### src/rtl/lift_pkg.sv
// rtl/lift_pkg.sv - shared state/direction types and 7-segment glyphs for lift_ctrl
package lift_pkg;

    typedef enum logic [1:0] {
        ST_IDLE,
        ST_MOVE_UP,
        ST_MOVE_DOWN,
        ST_DOOR_OPEN
    } state_t;

    typedef enum logic {
        DIR_UP,
        DIR_DOWN
    } dir_t;

    // Active-low {g,f,e,d,c,b,a}
    localparam logic [6:0] GLYPH_UP    = 7'b1000001;
    localparam logic [6:0] GLYPH_DOWN  = 7'b0100001;
    localparam logic [6:0] GLYPH_DASH  = 7'b0111111;
    localparam logic [6:0] GLYPH_ESTOP = 7'b0000110;

endpackage

### src/rtl/hex7seg.sv
// rtl/hex7seg.sv - 4-bit decimal digit to active-low 7-segment {g,f,e,d,c,b,a}
module hex7seg (
    input  logic [3:0] digit,
    output logic [6:0] seg
);

    always_comb begin
        unique case (digit)
            4'd0:    seg = 7'b1000000;
            4'd1:    seg = 7'b1111001;
            4'd2:    seg = 7'b0100100;
            4'd3:    seg = 7'b0110000;
            4'd4:    seg = 7'b0011001;
            4'd5:    seg = 7'b0010010;
            4'd6:    seg = 7'b0000010;
            4'd7:    seg = 7'b1111000;
            4'd8:    seg = 7'b0000000;
            4'd9:    seg = 7'b0010000;
            default: seg = 7'b1111111;
        endcase
    end

endmodule

### src/rtl/lift_ctrl.sv
// rtl/lift_ctrl.sv - SCAN lift controller; optional emergency stop under LIFT_ESTOP_EN
module lift_ctrl
    import lift_pkg::*;
#(
    parameter int N_FLOORS   = 9,
    parameter int TRAVEL_CYC = 50000000,
    parameter int DOOR_CYC   = 100000000,
    localparam int FW        = $clog2(N_FLOORS)
) (
    input  logic                clk,
    input  logic                res,
`ifdef LIFT_ESTOP_EN
    input  logic                estop,
`endif
    input  logic [N_FLOORS-1:0] sw,
    output logic [3:0]          LED_RED,
    output logic [3:0]          LED_GREEN,
    output logic [6:0]          HEX0,
    output logic [6:0]          HEX1,
    output logic [FW-1:0]       floor_o,
    output logic [N_FLOORS-1:0] pending_o
);

    localparam logic [31:0]   TRAVEL_LAST = 32'(TRAVEL_CYC - 1);
    localparam logic [31:0]   DOOR_LAST   = 32'(DOOR_CYC - 1);
    localparam logic [FW-1:0] TOP_FLOOR   = FW'(N_FLOORS - 1);

    state_t                state_q, state_d;
    dir_t                  dir_q, dir_d;
    logic [FW-1:0]         floor_q, floor_d, next_floor;
    logic [31:0]           cnt_q, cnt_d;
    logic [N_FLOORS-1:0]   pending_q, pending_d, sw_q, rise, clr;
    logic                  above, below, ahead, behind, run;

`ifdef LIFT_ESTOP_EN
    assign run = ~estop;
`else
    assign run = 1'b1;
`endif

    always_comb begin
        above = 1'b0;
        below = 1'b0;
        for (int i = 0; i < N_FLOORS; i++) begin
            if (i > int'(floor_q)) above = above | pending_q[i];
            if (i < int'(floor_q)) below = below | pending_q[i];
        end
    end

    always_comb begin
        next_floor = floor_q;
        if (state_q == ST_MOVE_UP && floor_q != TOP_FLOOR)
            next_floor = floor_q + 1'b1;
        else if (state_q == ST_MOVE_DOWN && floor_q != '0)
            next_floor = floor_q - 1'b1;
    end

    always_comb begin
        state_d = state_q;
        dir_d   = dir_q;
        floor_d = floor_q;
        cnt_d   = cnt_q;
        rise    = sw & ~sw_q;
        clr     = '0;
        ahead   = (dir_q == DIR_UP) ? above : below;
        behind  = (dir_q == DIR_UP) ? below : above;
        // While frozen only request latching continues; everything else holds
        if (run) begin
            unique case (state_q)
                ST_IDLE: begin
                    cnt_d = '0;
                    if (pending_q[floor_q]) begin
                        state_d        = ST_DOOR_OPEN;
                        clr[floor_q]   = 1'b1;
                    end else if (above) begin
                        state_d = ST_MOVE_UP;
                        dir_d   = DIR_UP;
                    end else if (below) begin
                        state_d = ST_MOVE_DOWN;
                        dir_d   = DIR_DOWN;
                    end
                end
                ST_MOVE_UP, ST_MOVE_DOWN: begin
                    if (cnt_q == TRAVEL_LAST) begin
                        cnt_d   = '0;
                        floor_d = next_floor;
                        if (pending_q[next_floor]) begin
                            state_d         = ST_DOOR_OPEN;
                            clr[next_floor] = 1'b1;
                        end
                    end else begin
                        cnt_d = cnt_q + 32'd1;
                    end
                end
                ST_DOOR_OPEN: begin
                    // A fresh press for the open floor keeps the door open instead of queueing
                    if (rise[floor_q]) begin
                        rise[floor_q] = 1'b0;
                        cnt_d         = '0;
                    end else if (cnt_q == DOOR_LAST) begin
                        cnt_d = '0;
                        if (ahead) begin
                            state_d = (dir_q == DIR_UP) ? ST_MOVE_UP : ST_MOVE_DOWN;
                        end else if (behind) begin
                            dir_d   = (dir_q == DIR_UP) ? DIR_DOWN : DIR_UP;
                            state_d = (dir_q == DIR_UP) ? ST_MOVE_DOWN : ST_MOVE_UP;
                        end else begin
                            state_d = ST_IDLE;
                        end
                    end else begin
                        cnt_d = cnt_q + 32'd1;
                    end
                end
                default: state_d = ST_IDLE;
            endcase
        end
        pending_d = (pending_q | rise) & ~clr;
    end

    always_ff @(posedge clk) begin
        if (res) begin
            state_q   <= ST_IDLE;
            dir_q     <= DIR_UP;
            floor_q   <= '0;
            cnt_q     <= '0;
            pending_q <= '0;
            sw_q      <= sw;
        end else begin
            state_q   <= state_d;
            dir_q     <= dir_d;
            floor_q   <= floor_d;
            cnt_q     <= cnt_d;
            pending_q <= pending_d;
            sw_q      <= sw;
        end
    end

    always_comb begin
        LED_GREEN = (state_q == ST_DOOR_OPEN) ? 4'hF : 4'h0;
        LED_RED   = (state_q == ST_DOOR_OPEN) ? 4'h0 : 4'hF;
        unique case (state_q)
            ST_MOVE_UP:   HEX1 = GLYPH_UP;
            ST_MOVE_DOWN: HEX1 = GLYPH_DOWN;
            default:      HEX1 = GLYPH_DASH;
        endcase
`ifdef LIFT_ESTOP_EN
        if (estop) HEX1 = GLYPH_ESTOP;
`endif
    end

    hex7seg u_hex0 (
        .digit (4'(floor_q)),
        .seg   (HEX0)
    );

    assign floor_o   = floor_q;
    assign pending_o = pending_q;

endmodule

### config.mk
export PLATFORM = sky130hd
export DESIGN_NAME = lift_ctrl
export DESIGN_NICKNAME = d
export VERILOG_FILES = /design/src/rtl/lift_pkg.sv /design/src/rtl/hex7seg.sv /design/src/rtl/lift_ctrl.sv
export SDC_FILE = /design/constraint.sdc
export NUM_CORES = 1
export LEC_CHECK = 0
export BUFFER_PORTS_ARGS = -buffer_cell sky130_fd_sc_hd__clkbuf_2
export CAP_MARGIN = 20
export CELL_PAD_IN_SITES_DETAIL_PLACEMENT = 1
export CELL_PAD_IN_SITES_GLOBAL_PLACEMENT = 2
export CORE_MARGIN = 10
export CORE_UTILIZATION = 33
export CTS_BUF_LIST = sky130_fd_sc_hd__clkbuf_2
export DETAILED_ROUTE_END_ITERATION = 6
export GPL_TIMING_DRIVEN = 0
export HOLD_SLACK_MARGIN = 0.12
export PLACE_DENSITY = 0.8
export SYNTH_ARGS = -nofsm -noshare
export SYNTH_HDL_FRONTEND = slang
export SYNTH_SLANG_ARGS = --single-unit
export TNS_END_PERCENT = 100
### constraint.sdc
create_clock -name clk -period 2.9 [get_ports clk]
set_input_delay 0.29 -clock clk [delete_from_list [all_inputs] [get_ports clk]]
set_output_delay 0.29 -clock clk [all_outputs]
set_load 0.02 [all_outputs]
==> results of run 1 <==
-- routing by layer --
metal | GRT usage, % | vias to the layer above | wire length (um)
met5 | 0 | - | 0
met4 | 4.55 | 0 | 179
met3 | 4.20 | 13 | 659
met2 | 29.0 | 75 | 6770
met1 | 17.2 | 1926 | 5430
li1 | - | 1868 | -
-- critical path, cell delays in order, from the launching register on --
cell and delay (ps):
dfxtp_4 390, buf_6 140, buf_8 150, inv_4 80
ha_4 150, or4b_4 500, a31oi_4 320, nor2_4 70
mux2_4 330, o211ai_4 280, o32ai_2 160, a211oi_2 230
-- final cells by class --
| type | count | share of cell area [%] |
|---|---|---|
| repair buffers | 77 | 9.90 |
| multi-input cells | 352 | 52.8 |
| plain buffers | 31 | 4.17 |
| flip-flops and latches | 64 | 26.2 |
| diodes | 1 | 0.0496 |
| clock buffers | 10 | 0.993 |
| clock inverters | 5 | 0.496 |
| well taps | 143 | 3.55 |
| inverters | 24 | 1.91 |
-- Yosys cell counts (all sizes together) (2+ instances only) --
master    n  area (um^2)
o211a     2         20.0
a21oi    24          124
nand2b   16          100
or4b      3         30.0
o221a     2         22.5
o31ai     6         45.0
xnor2    14          123
o21a      2         15.0
or3       3         18.8
nor3b     4         41.3
and3      6         37.5
ha       16          200
nand3    24          125
nor4      4         25.0
o32ai     2         17.5
a31oi     9         62.6
a21o      2         15.0
o21bai    6         45.0
nand4    15         93.8
inv      24         90.1
a211oi    8         65.1
buf      17          115
dfxtp    64         1280
mux4      3         67.6
o21ai    15         78.8
xor2     15          131
a311oi    2         17.5
mux2i    10          100
a2111oi   2         17.5
nor2b     6         37.5
o211ai    3         27.5
and3b     2         17.5
nor2     54          203
a21boi    2         15.0
or2       5         33.8
a31o      2         17.5
clkbuf   15         56.3
nor4b     6         52.6
a211o     2         17.5
nor3     10         50.1
nand2    21         78.8
-- kinds of logic (layout without fill, tap and decap cells) --
family / count (synthesis) / count (layout)
DFF: 64 / 64
AOI/OAI and AO/OA: 104 / 104
other: 1 / 2
xor gates and xnor gates: 29 / 29
muxes: 14 / 14
buffers and inverters: 56 / 147
and+or+nand+nor: 188 / 188
adders and majority gates: 16 / 16
-- registers in the layout (all words and copies together) (netlist names) --
signal,flops
pending_o,9
state_q,2
cnt_q,32
floor_o,4
dir_q,1
u_hex0.seg,7
sw_q,9
-- power groups by stage --
stage,clock (mW),sequential [mW],combinational (mW)
floorplan,0,0.968,0.592
global placement,0,0.971,0.815
detailed placement,0,0.973,0.834
CTS,0.469,0.958,0.907
global route,0.510,0.964,1.04
finish,0.451,0.957,0.955
-- how the worst max path moves through the flow --
stage / start / to / slack, ps
6_report: floor_o[1] / pending_o[0] / 20
5_1_grt: floor_o[1] / state_q[1] / -80
4_1_cts: floor_o[1] / pending_o[0] / -10
3_5_place_dp: floor_o[0] / u_hex0.seg[0] / -630
3_3_place_gp: floor_o[0] / u_hex0.seg[0] / -560
2_1_floorplan: state_q[0] / u_hex0.seg[3] / 6
-- metrics by stage --
stage / hold WS, ps / utilization [%] / instances
global route: 336 / 43.6 / 707
floorplan: 318 / - / 472
CTS: 341 / 41.8 / 697
detailed placement: 412 / 37.9 / 660
global placement: 407 / 37.8 / 659
finish: 390 / 43.6 / 707
-- timing repair --
action,in CTS,in global routing
setup endpoints to repair,41,49
pin swaps,11,17
hold buffers,10,0
buffers inserted,12,10
hold endpoints to repair,12,0
resized for setup,48,49
==> flow_metrics.py, run 1 <==
metrics = {
    "clocking": {
        "clk-insertion-delay-late_ps": 550,
        "cts_buffers": 9,
        "ctsLongestPathBuffers": 2,
        "clk_pin_slew_ps": 190,
        "clock-sinks": 64,
        "cts_max_level": 3,
        "cts-root-buf": "clkbuf_2",
        "tritoncts": "yes",
    },
    "floorplanning": {
        "die_area_mm2": 0.0167,
        "num_rows": 39,
        "fp.dieW_um": 129,
        "core_area_mm2": 0.0116,
        "start_util_pct": 34.1,
        "num_io_pins": 46,
        "die-height_um": 129,
    },
    "setup_path": {
        "critical_path_class": "flop to flop",
        "cp-start-kind": "flop",
        "end_kind": "flop",
        "worstPathRequired_ps": 3370,
        "critPathArrivalTime_ps": 3360,
        "crit_fanout": 10,
        "rrSetupSlack_ps": 20,
        "r2r_cells": 11,
        "timing.rr.end": "pending_o[0]",
        "timing.rr.start": "floor_o[1]",
    },
    "synth": {
        "yosys.area_share.simple_pct": 26.0,
        "synth_mux_area_share_pct": 4.53,
        "syn_area_per_cell_um2": 8.36,
        "syn_nets": 499,
        "netlist_area_mm2": 0.00395,
        "synth_edf_count": 0,
        "synth_compound_area_share_pct": 18.8,
        "ys_seq_area_share_pct": 32.5,
        "synth_xor_area_share_pct": 6.43,
        "yosysUniqueCellTypes": 78,
        "synthArstFlopShare_pct": 0,
        "syn_inst": 472,
        "ys_ff_latch": 64,
        "yosysWarnings": 0,
        "synthFlopType": "dfxtp_1",
        "synthAdderAreaFrac_pct": 5.07,
        "synth_top_family_by_area": "simple AND/OR/NAND/NOR gates",
    },
    "route": {
        "wl_per_cell_um": 18.5,
        "drc": 0,
        "drtAntennaViolNets": 0,
        "wirelength_mm": 13.0,
        "drtPass1Iterations": 4,
        "drt-vias-per-instance": 5.49,
        "dr_total_vias": 3882,
        "drtIter0Drc": 239,
    },
    "grt": {
        "grt_antenna_before_repair": 1,
        "grt_max_degree": 11,
        "grt_overflow_total": 0,
        "grt_pass1_wl_mm": 20.9,
        "track_usage_pct": 15.7,
        "first_global_vias": 3998,
    },
    "timing": {
        "report.final.slew_viol_count": 0,
        "max_freq_mhz": 347,
        "clock_skew_ps": 20.0,
        "tightest_slew_ps": 890,
        "finalCritPeriodShare_pct": 99.4,
        "hold_violations": 0,
        "tns_ps": 0,
        "finalWorstSetupSlack_ps": 18.3,
        "final-setup-viol-count": 0,
        "relSlewSlack_pct": 40.1,
        "rsz0062_at_grt": "true",
        "finalCriticalPeriod_ps": 2880,
    },
    "final_layout": {
        "layout-drive-gt1-share_pct": 32.5,
        "syn2layout_area_growth_pct": 27.7,
        "multi_input_comb_area_mm2": 0.00266,
        "layout_commonest_cell": "clkbuf_2",
        "layout_common_cells": "clkbuf_2 (62), nor2_1 (52), dfxtp_1 (44)",
        "stdcell_area_mm2": 0.00504,
        "register_area_mm2": 0.00132,
        "nets": 586,
        "fillCellCount": 1396,
    },
    "power": {
        "power.leakage_nw": 1.89,
        "powerDensity_mw_per_mm2": 469,
        "pwr-share-seq_pct": 40.5,
        "p_int_mw": 1.40,
        "switching_share_pct": 40.7,
        "clockPowerShare_pct": 19.1,
        "total_power_mw": 2.36,
        "pwr-share-comb_pct": 40.4,
        "p_switching_mw": 0.961,
        "max-vdd-ir-drop_v": 0.000303,
    },
    "placement": {
        "preCtsSetupSlack_ps": -634,
        "placed_cell_area_mm2": 0.00438,
        "dp_hpwl_mm": 9.36,
        "portBuffers": 44,
        "gp_congestion": 0.841,
    },
    "min_path": {
        "min_path_cells": 2,
        "hold-path-endpoint": "sw_q[8]",
        "hold_path.class": "input pin to flop",
        "min_from": "sw[8]",
    },
    "run": {
        "drv_cap": 0,
    },
    "run_status": {
        "status": "completed",
    },
}
Note: power is estimated with default switching activity, not from simulation.
==> run 2, diff against run 1 <==
ABC_AREA = 1   (was not set)
CORE_UTILIZATION = 30   (was 33)
MAX_ROUTING_LAYER = met4   (was not set)
PLACE_DENSITY = 0.79   (was 0.8)
==> run 2 against run 1 <==
Die area increased by 18%. Largest cell class unchanged. Sequential power decreased by 1%. Highest routed layer unchanged. Hold slack got worse by 57 ps. Synthesized cell count increased by 39%. Final area decreased by 1.0%. Global-route usage decreased by 0.70 points. Synthesized area increased by 10%. Via count increased by 13%.
==> flow_metrics.py, run 2 <==
metrics = {
    "synth": {
        "synthFlopType": "dfxtp_1",
        "synthArstFlopShare_pct": 0,
        "synth_edf_count": 0,
        "syn_nets": 685,
        "ys_seq_area_share_pct": 29.5,
        "yosys.cell_count.top_type": "nand2_1",
        "yosysUniqueCellTypes": 47,
        "synthTopCellsByCount": "nand2_1 (173), inv_1 (87), nor2_1 (76)",
        "yosysTopAreaCellShare_pct": 29.5,
        "syn_area_per_cell_um2": 6.61,
        "yosys.area.top_type": "dfxtp_1",
        "netlist_area_mm2": 0.00435,
        "yosysWarnings": 0,
        "ys_ff_latch": 64,
        "syn_inst": 658,
        "ys_top_cells_by_area": "dfxtp_1 (29%), nand2_1 (15%), inv_1 (7.5%)",
    },
    "min_path": {
        "hold_path.class": "input pin to flop",
    },
    "grt": {
        "first_global_vias": 4538,
        "grtUsageMet2_pct": 24.2,
        "track_usage_pct": 15.0,
        "gr-usage-met1_pct": 18.3,
        "grt_overflow_total": 0,
        "grt_max_degree": 12,
        "grt_use_met3_pct": 3.04,
        "grt-busiest-layer": "met2",
        "grt_pass1_wl_mm": 23.5,
        "grt_antenna_before_repair": 1,
    },
    "setup_path": {
        "cp.depth": 14,
        "crit_slowest_cell": "dfxtp_1",
        "timing.rr.start": "floor_o[1]",
        "critPathMaxStageDelay_ps": 400,
        "cp-start-kind": "flop",
        "crit_fanout": 8,
        "rrSetupSlack_ps": 250,
        "timing.rr.end": "u_hex0.seg[3]",
        "cp_num_buf_inv": 4,
        "path_delay_family": "buffers and inverters",
        "crit_start": "floor_o[1]",
        "critical_path_class": "flop to flop",
        "endpoint": "u_hex0.seg[3]",
        "worstPathRequired_ps": 3360,
        "critPathArrivalTime_ps": 3100,
        "crit_path_cell_trace": "buf_2 -> inv_1 -> ha_4 -> nand3_4 -> nand2_8 -> o21ai_2 -> o21ai_1 -> nand2_1 -> inv_1 -> ha_1 -> inv_1 -> nand2_1 -> nand3_1 -> nand2_1",
        "r2r_cells": 14,
        "end_kind": "flop",
    },
    "final_layout": {
        "syn2layout_area_growth_pct": 14.7,
        "regMostFlops": "cnt_q",
        "stdcell_area_mm2": 0.00499,
        "nets": 752,
        "layout_common_cells": "nand2_1 (173), inv_1 (87), nor2_1 (76)",
        "layout_commonest_cell": "nand2_1",
        "layout-drive-gt1-share_pct": 17.9,
        "fillCellCount": 1820,
        "largest_register_ffs": 32,
    },
    "clocking": {
        "cts-root-buf": "clkbuf_2",
        "clk-insertion-delay-late_ps": 590,
        "tritoncts": "yes",
        "cts_max_level": 3,
        "clk_pin_slew_ps": 210,
        "cts_buffers": 9,
        "ctsLongestPathBuffers": 2,
        "clock-sinks": 64,
    },
    "run": {
        "drv_cap": 0,
    },
    "timing": {
        "hold_ws_ps": 333,
        "relSlewSlack_pct": 43.8,
        "finalCritPeriodShare_pct": 91.2,
        "finalCriticalPeriod_ps": 2650,
        "max_freq_mhz": 378,
        "final-setup-viol-count": 0,
        "clock_skew_ps": 45.7,
        "report.final.slew_viol_count": 0,
        "tightest_slew_ps": 840,
        "tns_ps": 0,
        "rsz0062_at_grt": "false",
        "hold_violations": 0,
    },
    "route": {
        "dr_total_vias": 4382,
        "drtPass1Iterations": 4,
        "drtAntennaViolNets": 0,
        "drc": 0,
        "wirelength_mm": 14.1,
        "drtIter0Drc": 210,
        "drt-vias-per-instance": 4.82,
        "wl_per_cell_um": 15.5,
    },
    "placement": {
        "placed_cell_area_mm2": 0.00480,
        "portBuffers": 44,
        "gp_congestion": 0.845,
        "dp_hpwl_mm": 11.0,
    },
    "power": {
        "total_power_mw": 2.45,
        "pwr-share-comb_pct": 43.5,
        "p_int_mw": 1.36,
        "clockPowerShare_pct": 18.0,
        "p_switching_mw": 1.09,
        "pwr-share-seq_pct": 38.5,
        "powerDensity_mw_per_mm2": 492,
        "power.leakage_nw": 2.32,
        "max-vdd-ir-drop_v": 0.000163,
        "switching_share_pct": 44.5,
    },
    "floorplanning": {
        "fp.dieW_um": 140,
        "core_area_mm2": 0.0140,
        "num_io_pins": 46,
        "die_area_mm2": 0.0197,
        "die-height_um": 140,
        "start_util_pct": 31.0,
        "num_rows": 43,
    },
    "run_status": {
        "status": "completed",
    },
}
-- run 2: cell types whose count changed after synthesis, sizes merged, moves of 7 or more --
| cell | change |
|---|---|
| nand2 | +167 |
| inv | +72 |
| nor2 | +27 |
| nand3 | +24 |
| nor3 | +22 |
| nand2b | -16 |
| clkbuf | -13 |
| o21ai | +13 |
| xnor2 | -12 |
| mux2i | -10 |
| a31oi | -8 |
| a211oi | -7 |
-- run 2: per-stage QoR --
step           cells  utilization (%)  worst slack, ps
3_5_place_dp     882             34.2             -198
5_1_grt          908             35.5             37.6
2_1_floorplan    658                -              314
4_1_cts          907             35.4              135
6_report         909             35.5              254
3_3_place_gp     882             34.2             -124
-- run 2: kinds of logic (layout without fill, tap and decap cells) --
group	Yosys count	count (layout)	share of synthesized area, %
buffers and inverters	118	187	11.6
adders and majority gates	16	16	4.60
DFF	64	64	29.5
other	1	3	0.0862
AOI/OAI and AO/OA	56	56	7.42
xor gates and xnor gates	21	21	4.23
and+or+nand+nor	382	382	42.6
-- run 2: worst min-delay path by stage --
stage	startpoint	end	cells after the start
4_1_cts	sw[6]	sw_q[6]	2
6_report	sw[4]	sw_q[4]	2
3_5_place_dp	sw[0]	sw_q[0]	1
5_1_grt	sw[6]	sw_q[6]	2
3_3_place_gp	sw[7]	sw_q[7]	1
2_1_floorplan	sw[0]	sw_q[0]	0
-- run 2: layout make-up --
class                   count  area (um^2)  share of cell area, %
multi-input cells         476         2570                   51.6
flip-flops and latches     64         1280                   25.7
inverters                  97          367                   7.35
repair buffers             56          335                   6.72
well taps                 180          225                   4.51
plain buffers              21          140                   2.81
clock buffers              10         50.0                   1.00
clock inverters             3         12.5                  0.251
diodes                      2         5.00                  0.100
-- run 2: layer usage --
layer	up-vias	part of all wire, %
li1	2200	-
met1	2103	46
met2	58	49
met3	21	3.9
met4	0	1.6
met5	-	0
-- run 2: repair_timing --
| item | in CTS | in global routing |
|---|---|---|
| resized for setup | 1 | 1 |
| hold buffers | 10 | 0 |
| endpoints found under the setup margin | 6 | 2 |
| buffers inserted | 2 | 0 |
| pin swaps | 1 | 0 |
| gates cloned | 0 | 0 |
| endpoints found under the hold margin | 19 | 0 |
-- run 2: power groups by stage --
| stage | Combinational, mW | Sequential [mW] | Clock, mW |
|---|---|---|---|
| floorplan | 0.760 | 0.968 | 0 |
| global placement | 1.04 | 0.962 | 0 |
| detailed placement | 1.07 | 0.965 | 0 |
| CTS | 1.08 | 0.947 | 0.470 |
| global route | 1.20 | 0.954 | 0.502 |
| finish | 1.07 | 0.946 | 0.441 |
==> run 3, diff against run 2 <==
==> constraint.sdc (replaced) <==
create_clock -name clk -period 2.9 [get_ports clk]
set_input_delay 0 -clock clk [delete_from_list [all_inputs] [get_ports clk]]
set_output_delay 0 -clock clk [all_outputs]
set_load 0.02 [all_outputs]
==> run 3 against run 2 <==
Sequential share of layout area is 0.44 points lower. Non-clock buffer count grew 9. Highest routed layer unchanged. Largest power group unchanged. Via count increased by 1.4%. Critical path type unchanged. Die area unchanged. Sequential power about the same. Critical path depth up 2.
==> flow_metrics.py, run 3 (same netlist as run 2, synthesis figures left out) <==
metrics = {
    "run_status": {
        "status": "completed",
    },
    "timing": {
        "finalCriticalPeriod_ps": 2650,
        "final-setup-viol-count": 0,
        "clock_skew_ps": 49.7,
        "finalCritPeriodShare_pct": 91.3,
        "hold_violations": 0,
        "report.final.slew_viol_count": 0,
        "max_freq_mhz": 378,
        "rsz0062_at_grt": "false",
        "relSlewSlack_pct": 45.0,
        "tightest_slew_ps": 822,
    },
    "final_layout": {
        "regMostFlops": "cnt_q",
        "layout-drive-gt1-share_pct": 17.7,
        "fin_util_pct": 36.2,
        "largest_register_ffs": 32,
        "syn2layout_area_growth_pct": 16.7,
        "stdcell_area_mm2": 0.00508,
        "layout_commonest_cell": "nand2_1",
        "layout_common_cells": "nand2_1 (173), inv_1 (87), nor2_1 (76)",
        "nets": 761,
    },
    "min_path": {
        "min_path_cells": 3,
        "min_from": "res",
        "hold_path.class": "input pin to flop",
        "hold-path-endpoint": "dir_q",
    },
    "clocking": {
        "clock-sinks": 64,
        "tritoncts": "yes",
        "cts-root-buf": "clkbuf_2",
        "cts_buffers": 9,
        "ctsLongestPathBuffers": 2,
        "cts_max_level": 3,
        "clk-insertion-delay-late_ps": 600,
        "clk_pin_slew_ps": 170,
    },
    "floorplanning": {
        "num_io_pins": 46,
        "die-height_um": 140,
        "core_area_mm2": 0.0140,
        "num_rows": 43,
        "start_util_pct": 31.0,
        "die_area_mm2": 0.0197,
        "fp.dieW_um": 140,
    },
    "power": {
        "power.leakage_nw": 2.36,
        "max-vdd-ir-drop_v": 0.000163,
        "powerDensity_mw_per_mm2": 485,
    },
    "setup_path": {
        "crit_slowest_cell": "dfxtp_1",
        "timing.rr.end": "u_hex0.seg[3]",
        "rrSetupSlack_ps": 250,
        "critPathMaxStageDelay_ps": 400,
        "cp_common_cell": "nand2_1",
        "worstPathRequired_ps": 3360,
        "critPathArrivalTime_ps": 3100,
        "cp-start-kind": "flop",
        "r2r_cells": 16,
        "end_kind": "flop",
        "crit_path_cell_trace": "buf_2 -> inv_1 -> ha_4 -> nand2_4 -> nand2_4 -> nand2_1 -> nand3_2 -> o21ai_2 -> o21ai_1 -> nand2_1 -> inv_1 -> ha_1 -> inv_1 -> nand2_1 -> nand3_1 -> nand2_1",
        "crit_fanout": 8,
        "timing.rr.start": "floor_o[1]",
        "critical_path_class": "flop to flop",
    },
    "route": {
        "drtPass1Iterations": 4,
        "drtIter0Drc": 200,
        "drt-vias-per-instance": 4.85,
        "dr_total_vias": 4443,
        "maxUsedRoutingLayer": "met4",
        "wl_met1_mm": 6.47,
        "drtAntennaViolNets": 0,
        "wl_per_cell_um": 15.4,
        "wirelength_mm": 14.1,
        "route.met2.wl_mm": 6.90,
        "drc": 0,
        "wl_met3_um": 552,
    },
    "placement": {
        "gp_congestion": 0.845,
        "dp_hpwl_mm": 11.0,
        "portBuffers": 44,
        "placed_cell_area_mm2": 0.00480,
    },
    "grt": {
        "first_global_vias": 4584,
        "grt_pass1_wl_mm": 23.7,
        "grt_overflow_total": 0,
        "grt_antenna_before_repair": 1,
        "grt_max_degree": 12,
        "track_usage_pct": 15.1,
    },
    "run": {
        "drv_cap": 0,
    },
}
run 3: cell types whose count changed in the layout (fill, tap and decap cells not counted):
cell,previous run,this run
dlygate4sd3_1,10,19
diode_2,2,1
run 3: worst max-delay path: cells and delay by family (launching register included):
family / cells / cell delay, ps
fa+ha+maj: 2 / 560
compound gates: 2 / 240
flops: 1 / 400
buf+inv: 4 / 620
simple gates: 8 / 720
run 3: worst max path at each step:
stage	from	endpoint	slack (ps)	depth (start not counted)
floorplan	floor_o[0]	u_hex0.seg[3]	310	16
global placement	floor_o[0]	u_hex0.seg[0]	-120	15
detailed placement	floor_o[0]	u_hex0.seg[3]	-200	15
CTS	floor_o[0]	u_hex0.seg[3]	140	15
global route	floor_o[1]	u_hex0.seg[3]	40	16
finish	floor_o[1]	u_hex0.seg[3]	250	16
run 3: per-layer routing:
layer	global-route usage (%)	vias to the layer above
li1	-	2220
met1	18.4	2143
met2	24.5	60
met3	3.04	20
met4	5.00	0
met5	-	-
run 3: timing repair:
item | CTS | global route
hold buffers | 19 | 0
setup buffers | 2 | 0
pin swaps | 1 | 0
gates resized for setup | 1 | 1
hold endpoints to repair | 41 | 0
endpoints found under the setup margin | 6 | 2
run 3: layout make-up:
type                    count  area [um^2]
flip-flops and latches     64         1280
repair buffers             65          425
inverters                  97          367
clock inverters             3         12.5
well taps                 180          225
diodes                      1         2.50
fillers                  1824         8960
clock buffers              10         50.0
multi-input cells         476         2570
plain buffers              21          140
run 3: stage by stage:
| stage | total power [mW] | TNS, ps | hold WS (ps) | worst slack [ps] | std cells |
|---|---|---|---|---|---|
| finish | 2.46 | 0 | 227 | 254 | 917 |
| global route | 2.67 | 0 | 245 | 37.6 | 917 |
| CTS | 2.51 | 0 | 211 | 135 | 916 |
| detailed placement | 2.03 | -823 | 119 | -198 | 882 |
| global placement | 2.00 | -409 | 119 | -124 | 882 |
| floorplan | 1.73 | 0 | 27.7 | 314 | 658 |
run 3: where the power goes:
part	total [mW]	switching [mW]	internal [mW]
clock	0.443	0.347	0.0960
combinational	1.08	0.715	0.360
sequential	0.946	0.0308	0.915
total	2.46	1.09	1.37
